File: src/rtl/seg_pkg.sv
// seg_pkg: shared state encoding and widths for the seven-segment scan path.
// Latency: n/a (types and constants only).
// Backpressure: n/a.
package seg_pkg;

  localparam logic [1:0] IDLE = 2'd0;
  localparam logic [1:0] SHOW = 2'd1;
  localparam logic [1:0] GAP  = 2'd2;

  typedef enum logic [1:0] {
    ST_IDLE = IDLE,
    ST_SHOW = SHOW,
    ST_GAP  = GAP
  } state_t;

  // Number of multiplexed digits driven by the scan index.
  localparam int SEG_DIGITS = 4;

  // Width of the blanking-gap counter (gap length 0..15).
  localparam int GAP_W = 4;

endpackage

File: src/rtl/seg_prescaler.sv
// seg_prescaler: loadable down-counter with reload register, zero clamp on load, zero flag, restart.
// Latency: load lands in the reload register on the next edge; restart copies the pre-load value.
// Backpressure: none; dec is ignored once the count reaches zero (never wraps).
module seg_prescaler #(
  parameter int               DIV_W      = 20,
  parameter logic [DIV_W-1:0] RELOAD_RST = DIV_W'(49999)
) (
  input  logic             clk,
  input  logic             rst,
  input  logic             load,
  input  logic [DIV_W-1:0] load_value,
  input  logic             restart,
  input  logic             dec,
  output logic             zero
);

  logic [DIV_W-1:0] reload_q;
  logic [DIV_W-1:0] cnt_q;

  // Reload register; a zero request is stored as 1 so a phase can never vanish.
  always_ff @(posedge clk or posedge rst) begin
    if (rst) begin
      reload_q <= RELOAD_RST;
    end else if (load) begin
      reload_q <= (load_value == '0) ? DIV_W'(1) : load_value;
    end
  end

  // Counter: restart takes the current (old) reload value, otherwise count down and hold at zero.
  always_ff @(posedge clk or posedge rst) begin
    if (rst) begin
      cnt_q <= '0;
    end else if (restart) begin
      cnt_q <= reload_q;
    end else if (dec && (cnt_q != '0)) begin
      cnt_q <= cnt_q - DIV_W'(1);
    end
  end

  assign zero = (cnt_q == '0);

endmodule

File: src/rtl/seg_scan_ctrl.sv
// seg_scan_ctrl: digit-scan timing for the 4-digit display (index, blanking gap, digit/frame strobes).
// Latency: all outputs registered; digit period = reload+1+GAP_CYC cycles, index advances on GAP entry.
// Backpressure: none; scan_en low freezes the index and blanks. Optional blink: SEG_SCAN_BLINK_EN.
module seg_scan_ctrl
  import seg_pkg::*;
#(
  parameter int               DIV_W        = 20,
  parameter logic [DIV_W-1:0] DIV_DEFAULT  = DIV_W'(49999),
  parameter int               GAP_CYC      = 4,
  parameter int               BLINK_FRAMES = 64
) (
  input  logic             clk,
  input  logic             rst,
  input  logic             scan_en,
  input  logic             div_load,
  input  logic [DIV_W-1:0] div_value,
  input  logic             blink_en,
  output logic [1:0]       Scanning,
  output logic             blank,
  output logic             digit_tick,
  output logic             frame_tick
);

  // Value loaded into the gap counter on GAP entry; GAP then lasts GAP_CYC cycles.
  localparam logic [GAP_W-1:0] GAP_LAST = GAP_W'((GAP_CYC > 0) ? GAP_CYC - 1 : 0);
  localparam logic [1:0]       LAST_IDX = 2'(SEG_DIGITS - 1);

  state_t           state_q;
  state_t           state_d;
  logic [GAP_W-1:0] gap_q;
  logic [GAP_W-1:0] gap_d;
  logic             restart;
  logic             advance;
  logic             dec;
  logic             cnt_zero;
  logic             force_blank;

  assign dec = (state_q == ST_SHOW);

  seg_prescaler #(
    .DIV_W      (DIV_W),
    .RELOAD_RST (DIV_DEFAULT)
  ) u_prescaler (
    .clk        (clk),
    .rst        (rst),
    .load       (div_load),
    .load_value (div_value),
    .restart    (restart),
    .dec        (dec),
    .zero       (cnt_zero)
  );

  // Next-state logic: scan_en low wins from any state and never produces an advance.
  always_comb begin
    state_d = state_q;
    gap_d   = gap_q;
    restart = 1'b0;
    advance = 1'b0;
    if (!scan_en) begin
      state_d = ST_IDLE;
      gap_d   = '0;
    end else begin
      case (state_q)
        ST_IDLE: begin
          state_d = ST_SHOW;
          restart = 1'b1;
        end
        ST_SHOW: begin
          if (cnt_zero) begin
            advance = 1'b1;
            if (GAP_CYC > 0) begin
              state_d = ST_GAP;
              gap_d   = GAP_LAST;
            end else begin
              restart = 1'b1;
            end
          end
        end
        ST_GAP: begin
          if (gap_q == '0) begin
            state_d = ST_SHOW;
            restart = 1'b1;
          end else begin
            gap_d = gap_q - GAP_W'(1);
          end
        end
        default: begin
          state_d = ST_IDLE;
          gap_d   = '0;
        end
      endcase
    end
  end

  // State and registered outputs; blank is derived from the next state so it lines up with the phase.
  always_ff @(posedge clk or posedge rst) begin
    if (rst) begin
      state_q    <= ST_IDLE;
      gap_q      <= '0;
      Scanning   <= 2'd0;
      blank      <= 1'b1;
      digit_tick <= 1'b0;
      frame_tick <= 1'b0;
    end else begin
      state_q    <= state_d;
      gap_q      <= gap_d;
      if (advance) begin
        Scanning <= Scanning + 2'd1;
      end
      digit_tick <= advance;
      frame_tick <= advance && (Scanning == LAST_IDX);
      blank      <= (state_d != ST_SHOW) || force_blank;
    end
  end

`ifdef SEG_SCAN_BLINK_EN
  localparam int FRAME_W = (BLINK_FRAMES > 1) ? $clog2(BLINK_FRAMES) : 1;
  localparam logic [FRAME_W-1:0] FRAME_LAST = FRAME_W'(BLINK_FRAMES - 1);

  logic [FRAME_W-1:0] frame_cnt_q;
  logic               phase_q;
  logic               phase_d;
  logic               frame_evt;

  assign frame_evt = advance && (Scanning == LAST_IDX);

  // Blink phase flips once every BLINK_FRAMES wraps; dropping blink_en resets it.
  always_comb begin
    phase_d = phase_q;
    if (!blink_en) begin
      phase_d = 1'b0;
    end else if (frame_evt && (frame_cnt_q == FRAME_LAST)) begin
      phase_d = ~phase_q;
    end
  end

  // Frame counter and phase register.
  always_ff @(posedge clk or posedge rst) begin
    if (rst) begin
      frame_cnt_q <= '0;
      phase_q     <= 1'b0;
    end else begin
      phase_q <= phase_d;
      if (!blink_en) begin
        frame_cnt_q <= '0;
      end else if (frame_evt) begin
        frame_cnt_q <= (frame_cnt_q == FRAME_LAST) ? '0 : frame_cnt_q + FRAME_W'(1);
      end
    end
  end

  assign force_blank = blink_en && phase_d;
`else
  localparam int unused_blink_frames = BLINK_FRAMES;
  logic unused_blink_en;
  assign unused_blink_en = blink_en;
  assign force_blank     = 1'b0;
`endif

endmodule

File: config.mk
export PLATFORM = sky130hd
export DESIGN_NAME = seg_scan_ctrl
export DESIGN_NICKNAME = d
export VERILOG_FILES = /design/src/rtl/seg_pkg.sv /design/src/rtl/seg_prescaler.sv /design/src/rtl/seg_scan_ctrl.sv
export SDC_FILE = /design/constraint.sdc
export NUM_CORES = 1
export LEC_CHECK = 0
export BUFFER_PORTS_ARGS = -buffer_cell sky130_fd_sc_hd__buf_4
export CORE_ASPECT_RATIO = 1.5
export CORE_MARGIN = 3
export CORE_UTILIZATION = 40
export DETAILED_ROUTE_END_ITERATION = 8
export HOLD_SLACK_MARGIN = 0.12
export MAX_ROUTING_LAYER = met4
export PLACE_DENSITY = 0.61
export SETUP_SLACK_MARGIN = 0.3
export SLEW_MARGIN = 20
export SYNTH_ARGS = -nofsm -noshare
export SYNTH_HDL_FRONTEND = slang
export SYNTH_SLANG_ARGS = --single-unit
File: constraint.sdc
create_clock -name clk -period 1.82 [get_ports clk]
set_input_delay 0.091 -clock clk [delete_from_list [all_inputs] [get_ports clk]]
set_output_delay 0.091 -clock clk [all_outputs]
set_load 0.05 [all_outputs]
==> Word-level counts from Yosys, hierarchy flattened <==
Cells that the tools add are included.
{ "word_totals": {"ff_bits": 51, "in_bits": 25, "output_inout_bits": 5, "elab_cells": 44} }
{ "classes": {"addsub": 3, "muxes": 17, "n_reduce_logical": 9, "eq_ne": 7} }
{ "op_table": {"columns": ["cell", "n"], "rows": [
  ["two-way mux 20 bit", 3],
  ["zero test 20 bit", 2],
  ["nonzero test 20 bit", 1],
  ["subtractor 20 x 1 -> 20 bit, second input constant", 1],
  ["two-way mux 4 bit", 3],
  ["one-hot mux 4 bit (3 select lines)", 1],
  ["two-way mux 2 bit", 3],
  ["inequality test 3 bit, second input constant", 2],
  ["one-hot mux 2 bit (3 select lines)", 1],
  ["two-way mux 1 bit", 5],
  ["== test 2 bit, second input constant", 2],
  ["zero test 4 bit", 1],
  ["subtractor 4 x 1 -> 4 bit, second input constant", 1],
  ["AND reduction 3 bit", 1],
  ["adder 2 x 1 -> 2 bit, second input constant", 1],
  ["== test 2 x 1 -> 1 bit, second input constant", 1],
  ["logical AND 1 bit", 2],
  ["zero test 2 bit", 1],
  ["inequality test 2 x 1 -> 1 bit, second input constant", 1],
  ["inequality test 2 bit, second input constant", 1],
  ["one-hot mux 1 bit (2 select lines)", 1],
  ["nonzero test 2 bit", 1]
]} }

==> Depth between registers and ports, before layout <==
Gate-level depths: netlist of run 1.
{ "logic_depth": {"word_depth": 5, "ltp_mapped": 8} }

==> Cells and area by module <==
A second synthesis of run 1 with hierarchy kept.
{ "hier_totals": {"hier_cells": 270, "area_unflattened_um2": 2781.4} }
{ "modules_own_cells": {"columns": ["mod", "area_per_inst_um2", "cells_per_inst", "instances"], "rows": [
  ["seg_prescaler", 2120.8, 207, 1],
  ["seg_scan_ctrl", 660.6, 63, 1]
]} }

==> Worst setup path before layout of run 1 <==
OpenSTA, ideal clock, no wires.
{ "synth_timing": {"path_type": "register to register", "start": "register u_prescaler.cnt_q[0]", "end": "register u_prescaler.cnt_q[15]", "t_arrival_ns": 1.850, "setup_time_ns": 0.082, "required_ns": 1.738, "n_path_buf": 1, "period_less_slack_ns": 1.931, "path_stages_with_launch": 9, "setup_slack_ns": -0.111, "path_cell_list": "dfrtp_1 > inv_1 > ha_1 > nor3b_1 > nand3_1 > o21ai_2 > buf_4 > o21ai_0 > a31oi_1"} }
{ "synth_via": {"elab_chain_len": 3, "word_cells_on_any_way": 6} }
{ "synth_rtl": {"columns": ["item", "line_no", "source"], "rows": [
  ["start: declaration", "seg_prescaler.sv:18", "logic [DIV_W-1:0] cnt_q;"],
  ["start signal: assignment", "seg_prescaler.sv:34", "cnt_q <= reload_q;"],
  ["start signal: assignment", "seg_prescaler.sv:36", "cnt_q <= cnt_q - DIV_W'(1);"],
  ["subtractor 20 x 1 -> 20 bit or nonzero test 20 bit (tied branches)", "seg_prescaler.sv:36, seg_prescaler.sv:35", null],
  ["two-way mux 20 bit or logical AND 1 bit (tied branches)", "seg_prescaler.sv:35", "end else if (dec && (cnt_q != '0)) begin"],
  ["two-way mux 20 bit or nonzero test 2 bit (tied branches)", null, null]
]} }
Several ways; a longest one is shown, not always the timed one. The select of a mux whose other input is x is not followed.
A chain may end at the register's enable or synchronous reset.

==> Final worst setup path of run 1 <==
{ "layout_timing": {"start": "register u_prescaler.cnt_q[3]", "end": "register u_prescaler.cnt_q[11]"} }
Same word-level chain as after synthesis.

==> flow_metrics.py, run 1 <==
metrics = {
    "grt": {
        "grtUsageTotal_pct": 20.0,
        "grt-ovfl-total": 0,
        "grt_pass1_wl_um": 11700,
        "antenna_found_initial": 0,
        "grt_pass1_vias": 2473,
        "grt_max_degree": 52,
    },
    "die": {
        "die_w_um": 72.3,
        "dieArea_sq_um": 7610,
        "coreArea_sq_um": 6260,
        "floorplan.die.height_um": 105,
        "row_count": 35,
        "start_util_pct": 42.1,
        "pin_count": 30,
    },
    "sta": {
        "clock_skew_ps": 9.96,
        "hold_viol_final": 0,
        "timing.fmax_ghz": 0.523,
        "rsz0062_at_grt": "true",
        "fin_crit_ps": 1910,
        "fin_crit_sh_pct": 105,
        "fin_hold_ws_ps": 159,
        "setup_violations": 8,
        "worst_pin_slew_ps": 651,
        "slew_headroom_pct": 56.6,
        "slew_viol_final": 0,
        "worst_slack_ps": -90.4,
        "fin_setup_tns_ps": -333,
    },
    "worst_setup_path": {
        "crit_type": "flop to flop",
        "critical_path_arrival_ps": 2140,
        "reg2regPathDepth": 5,
        "regToRegEndpoint": "u_prescaler.cnt_q[11]",
        "required_ps": 2050,
        "cp_max_fo": 2,
        "timing.rr.start": "u_prescaler.cnt_q[3]",
        "worstSetupStartpointType": "flop",
        "reg2reg_slack_ps": -90,
        "end_kind": "flop",
    },
    "power": {
        "power_uw": 3770,
        "power.density_nw_per_um2": 914,
        "ir_worst_vdd_uv": 592,
        "power.leakage_uw": 0.00172,
    },
    "final_layout": {
        "insertedDiodeCount": 0,
        "drive_above_1_share_pct": 50.0,
        "syn2layout_area_growth_pct": 56.8,
        "nNetsFinal": 395,
        "regArea_sq_um": 1290,
        "fillers": 483,
        "design_area_sq_um": 4130,
        "multiInputGateArea_sq_um": 1610,
    },
    "yosys": {
        "syn_inst": 255,
        "synth_top_area_share_pct": 39.0,
        "post-synth-top-area-cell": "dfrtp_1",
        "synth_most_common_cell": "dfrtp_1",
        "syn_avg_cell_area_sq_um": 10.3,
        "synth_edf_count": 0,
        "ys_ff_latch": 51,
        "synth_area_leaders": "dfrtp_1 (39%), dfstp_2 (10%), mux2_2 (8.6%), ha_1 (4.3%), o21ai_0 (4.0%)",
        "ys_types": 40,
        "synthTopCellsByCount": "dfrtp_1 (41), o21ai_0 (21), mux2_2 (20)",
        "synth-async-reset-ratio_pct": 100,
        "synth_nets": 289,
        "yosysSeqAreaShare_pct": 48.9,
        "ys_warn_count": 0,
        "synthFlopType": "dfrtp_1",
        "syn_area_sq_um": 2630,
    },
    "detailed_routing": {
        "via_per_inst": 5.52,
        "antenna_left": 0,
        "vias": 2405,
        "wl_per_cell_um": 16.4,
        "firstDrtPassIters": 4,
        "drt_wl_total_um": 7140,
        "drc": 0,
        "drt_iter0_drc": 99,
    },
    "clock_network": {
        "cts_max_path_buffers": 2,
        "tritoncts.num_buffers": 5,
        "cts.clk_slew.worst_paths_ps": 90,
        "h-tree-depth": 2,
        "clock_sinks": 51,
        "clkLatencyLatePin_ps": 300,
        "root_buffer": "clkbuf_8",
        "cts_tree": "done",
    },
    "placed_design": {
        "portBuffers": 28,
        "gp_congestion": 0.829,
        "dp_hpwl_um": 4500,
        "place_area_sq_um": 3320,
    },
    "hold_path": {
        "min_path_type": "input pin to flop",
        "hold_start": "div_load",
        "whs_path_depth": 2,
        "holdPathEnd": "u_prescaler.reload_q[0]",
    },
    "status": {
        "violations": "setup timing",
        "status": "finished, violations left",
    },
    "run": {
        "maxCapViolCount": 0,
    },
}
worst max path at each step:
stage / start / to
2_1_floorplan: u_prescaler.cnt_q[5] / u_prescaler.cnt_q[11]
3_3_place_gp: u_prescaler.cnt_q[11] / u_prescaler.cnt_q[19]
3_5_place_dp: u_prescaler.cnt_q[5] / u_prescaler.cnt_q[19]
4_1_cts: u_prescaler.cnt_q[3] / u_prescaler.cnt_q[11]
5_1_grt: u_prescaler.cnt_q[3] / u_prescaler.cnt_q[11]
6_report: u_prescaler.cnt_q[3] / u_prescaler.cnt_q[11]
state kept, by name, indices dropped and copies added (netlist names):
name / flops
Scanning: 2
blank: 1
frame_tick: 1
gap_q: 4
u_prescaler.cnt_q: 20
state_q: 2
u_prescaler.reload_q: 20
digit_tick: 1
worst max-delay path, stage by stage, from the launching register on:
cell and delay (ps):
dfrtp_1 420, nor4_4 340, nand2_2 100, or4_4 430
or4_1 410, a31oi_1 130
kinds of logic (layout without fill, tap and decap cells):
family | count (synthesis) | in the layout | share of synthesized area (%)
XOR/XNOR | 12 | 12 | 3.99
AO/OA/AOI/OAI | 54 | 54 | 12.8
flip-flops | 51 | 51 | 48.9
buffers and inverters | 21 | 128 | 3.14
AND/OR/NAND/NOR | 87 | 87 | 17.9
adder cells (fa/ha/maj) | 9 | 9 | 4.28
multiplexers | 21 | 21 | 8.93
metal layers:
layer | wire, um | GRT usage [%] | part of all wire [%]
met1 | 2810 | 23.0 | 39
met2 | 4090 | 35.6 | 57
met3 | 162 | 2.86 | 2.3
met4 | 74 | 5.38 | 1.0
met5 | 0 | - | 0
cell usage in the layout, fill, tap and decap left out, types with 5 or more instances in the layout:
cell type,netlist,layout
a21oi_1,8,7
mux2_2,20,19
o21ai_2,1,5
nor3_1,9,6
clkbuf_8,0,5
buf_6,0,12
o21ai_1,0,14
nor4_1,10,5
buf_4,1,72
dfrtp_1,41,40
xor2_1,7,7
dfstp_2,10,10
nand2_1,18,16
a31oi_1,6,6
dlygate4sd3_1,0,21
nor4_4,1,5
nor2_1,18,17
inv_2,0,7
power by group:
group	switching [uW]	leakage [uW]	internal (uW)
Sequential	165	0.000606	1320
Combinational	661	0.00105	703
Clock	374	0.0000654	550
per-stage QoR:
step | util [%] | worst slack [ps] | instances
floorplan | - | -40.4 | 255
global placement | 53.0 | -93.4 | 390
detailed placement | 53.0 | -123 | 390
CTS | 63.3 | -72.2 | 429
global route | 65.9 | -164 | 436
finish | 65.9 | -90.4 | 436
final cells by class:
cell class	count	share of cell area, %
inverters	11	1.00
clock buffers	6	1.76
well taps	74	2.24
repair buffers	109	23.4
clock inverters	2	1.45
multi-input cells	183	38.9
flip-flops and latches	51	31.2
repair_timing:
item,CTS,global route
gates cloned,0,1
resized for setup,66,26
endpoints found under the setup margin,31,31
hold buffers,21,0
pin swaps,42,27
setup buffers,10,6
endpoints found under the hold margin,61,0
(Power assumes the default switching activity.)
==> run 2: changes to the inputs <==
- SLEW_MARGIN: 20 -> 15
- clock period: 1.82 -> 1.68 ns (I/O delays scaled with it)
==> run 2 against run 1 <==
Compared with the run above:
- the flow still finishes with violations (setup timing)
- worst setup slack lost 150 ps
- combinational power increased by 11%
- critical path depth stayed put
- critical path type unchanged
==> flow_metrics.py, run 2 (synthesis results as in run 1) <==
metrics = {
    "sta": {
        "slew_viol_final": 0,
        "timing.fmax_ghz": 0.521,
        "worst_slack_ps": -238,
        "hold_viol_final": 0,
        "rsz0062_at_grt": "true",
        "slew_headroom_pct": 67.3,
        "clock_skew_ps": 6.56,
        "fin_crit_ps": 1920,
        "setup_violations": 28,
        "worst_pin_slew_ps": 486,
        "fin_crit_sh_pct": 114,
    },
    "clock_network": {
        "h-tree-depth": 2,
        "clock_sinks": 51,
        "cts.clk_slew.worst_paths_ps": 100,
        "root_buffer": "clkbuf_8",
        "cts_max_path_buffers": 2,
        "tritoncts.num_buffers": 5,
        "clkLatencyLatePin_ps": 310,
        "cts_tree": "done",
    },
    "run": {
        "maxCapViolCount": 0,
    },
    "final_layout": {
        "multiInputGateArea_sq_um": 1540,
        "fillers": 489,
        "insertedDiodeCount": 0,
        "regArea_sq_um": 1290,
        "final_common_cell": "buf_4",
        "layout_common_cells": "buf_4 (73), dfrtp_1 (41), dlygate4sd3_1 (21)",
        "syn2layout_area_growth_pct": 54.3,
        "largest_registers": "u_prescaler.cnt_q (20), u_prescaler.reload_q (20), gap_q (4)",
        "drive_above_1_share_pct": 48.5,
        "nNetsFinal": 400,
    },
    "power": {
        "power.leakage_uw": 0.00170,
        "power.density_nw_per_um2": 935,
        "ir_worst_vdd_uv": 630,
        "power_uw": 3800,
    },
    "detailed_routing": {
        "vias": 2350,
        "drt_wl_total_um": 6730,
        "drt_iter0_drc": 87,
        "drc": 0,
        "wl_per_cell_um": 15.3,
        "firstDrtPassIters": 5,
        "antenna_left": 0,
        "via_per_inst": 5.33,
    },
    "hold_path": {
        "min_path_type": "input pin to flop",
        "whs_path_depth": 2,
        "hold_start": "div_load",
        "holdPathEnd": "u_prescaler.reload_q[0]",
    },
    "grt": {
        "antenna_found_initial": 0,
        "grt_max_degree": 52,
        "grt-ovfl-total": 0,
        "grt_pass1_wl_um": 11200,
        "grtUsageTotal_pct": 18.9,
        "grt_pass1_vias": 2417,
    },
    "die": {
        "die_w_um": 72.3,
        "coreArea_sq_um": 6260,
        "row_count": 35,
        "floorplan.die.height_um": 105,
        "dieArea_sq_um": 7610,
        "start_util_pct": 42.1,
        "pin_count": 30,
    },
    "worst_setup_path": {
        "worstSetupStartpointType": "flop",
        "regToRegEndpoint": "u_prescaler.cnt_q[11]",
        "critical_path_arrival_ps": 2150,
        "crit_type": "flop to flop",
        "timing.rr.start": "u_prescaler.cnt_q[4]",
        "required_ps": 1910,
        "reg2reg_slack_ps": -240,
        "cp_max_fo": 3,
        "reg2regPathDepth": 5,
        "end_kind": "flop",
    },
    "placed_design": {
        "pre_cts_ws_ps": -228,
        "dp_hpwl_um": 4670,
        "gp_congestion": 0.912,
        "portBuffers": 28,
    },
    "status": {
        "status": "finished, violations left",
        "violations": "setup timing",
    },
}
## run 2: worst max-delay path, stage by stage, from the launching register on
cell and delay, ps:
dfrtp_1 420, nor4_4 330, nand2_2 100, or4_4 430, or4_4 420, a31oi_1 130
## run 2: through the flow
step                TNS, ps  hold slack [ps]  std cells  instance area, sq um  util (%)
floorplan             -1780              236        255                  2710         -
global placement      -3580              156        403                  3430      54.7
detailed placement    -3950              157        403                  3430      54.7
CTS                   -2910              133        436                  3960      63.2
global route          -6690              141        441                  4070      64.9
finish                -3020              135        441                  4070      64.9
## run 2: what timing repair did
item / in CTS / in global routing
pin swaps: 35 / 23
hold buffers: 21 / 0
resized for setup: 60 / 20
setup buffers: 4 / 5
hold endpoints to repair: 71 / 0
setup endpoints to repair: 31 / 31
## run 2: final cells by class
type / instances / area share [%]
Timing Repair Buffer: 114 / 24.9
Multi-Input combinational cell: 183 / 37.9
Clock inverter: 2 / 0.400
Sequential cell: 51 / 31.7
Tap cell: 74 / 2.28
Inverter: 11 / 1.02
Clock buffer: 6 / 1.79
## run 2: worst max-delay path by stage
| stage | depth (start not counted) | slack [ps] | from | end |
|---|---|---|---|---|
| 2_1_floorplan | 5 | -180 | u_prescaler.cnt_q[5] | u_prescaler.cnt_q[11] |
| 3_3_place_gp | 8 | -220 | gap_q[0] | u_prescaler.cnt_q[10] |
| 3_5_place_dp | 5 | -230 | u_prescaler.cnt_q[4] | u_prescaler.cnt_q[11] |
| 4_1_cts | 5 | -200 | u_prescaler.cnt_q[5] | u_prescaler.cnt_q[11] |
| 5_1_grt | 5 | -370 | u_prescaler.cnt_q[4] | u_prescaler.cnt_q[11] |
| 6_report | 5 | -240 | u_prescaler.cnt_q[4] | u_prescaler.cnt_q[11] |
## run 2: layer usage
metal	wire length [um]	vias up	track usage [%]
met5	0	-	-
met4	63	0	4.97
met3	160	4	2.29
met2	3850	41	34.3
met1	2660	1149	21.6
li1	-	1156	-
## run 2: power by group
group | total, uW | switching, uW | internal, uW
Clock | 720 | 420 | 300
Sequential | 1570 | 139 | 1430
Combinational | 1510 | 728 | 786
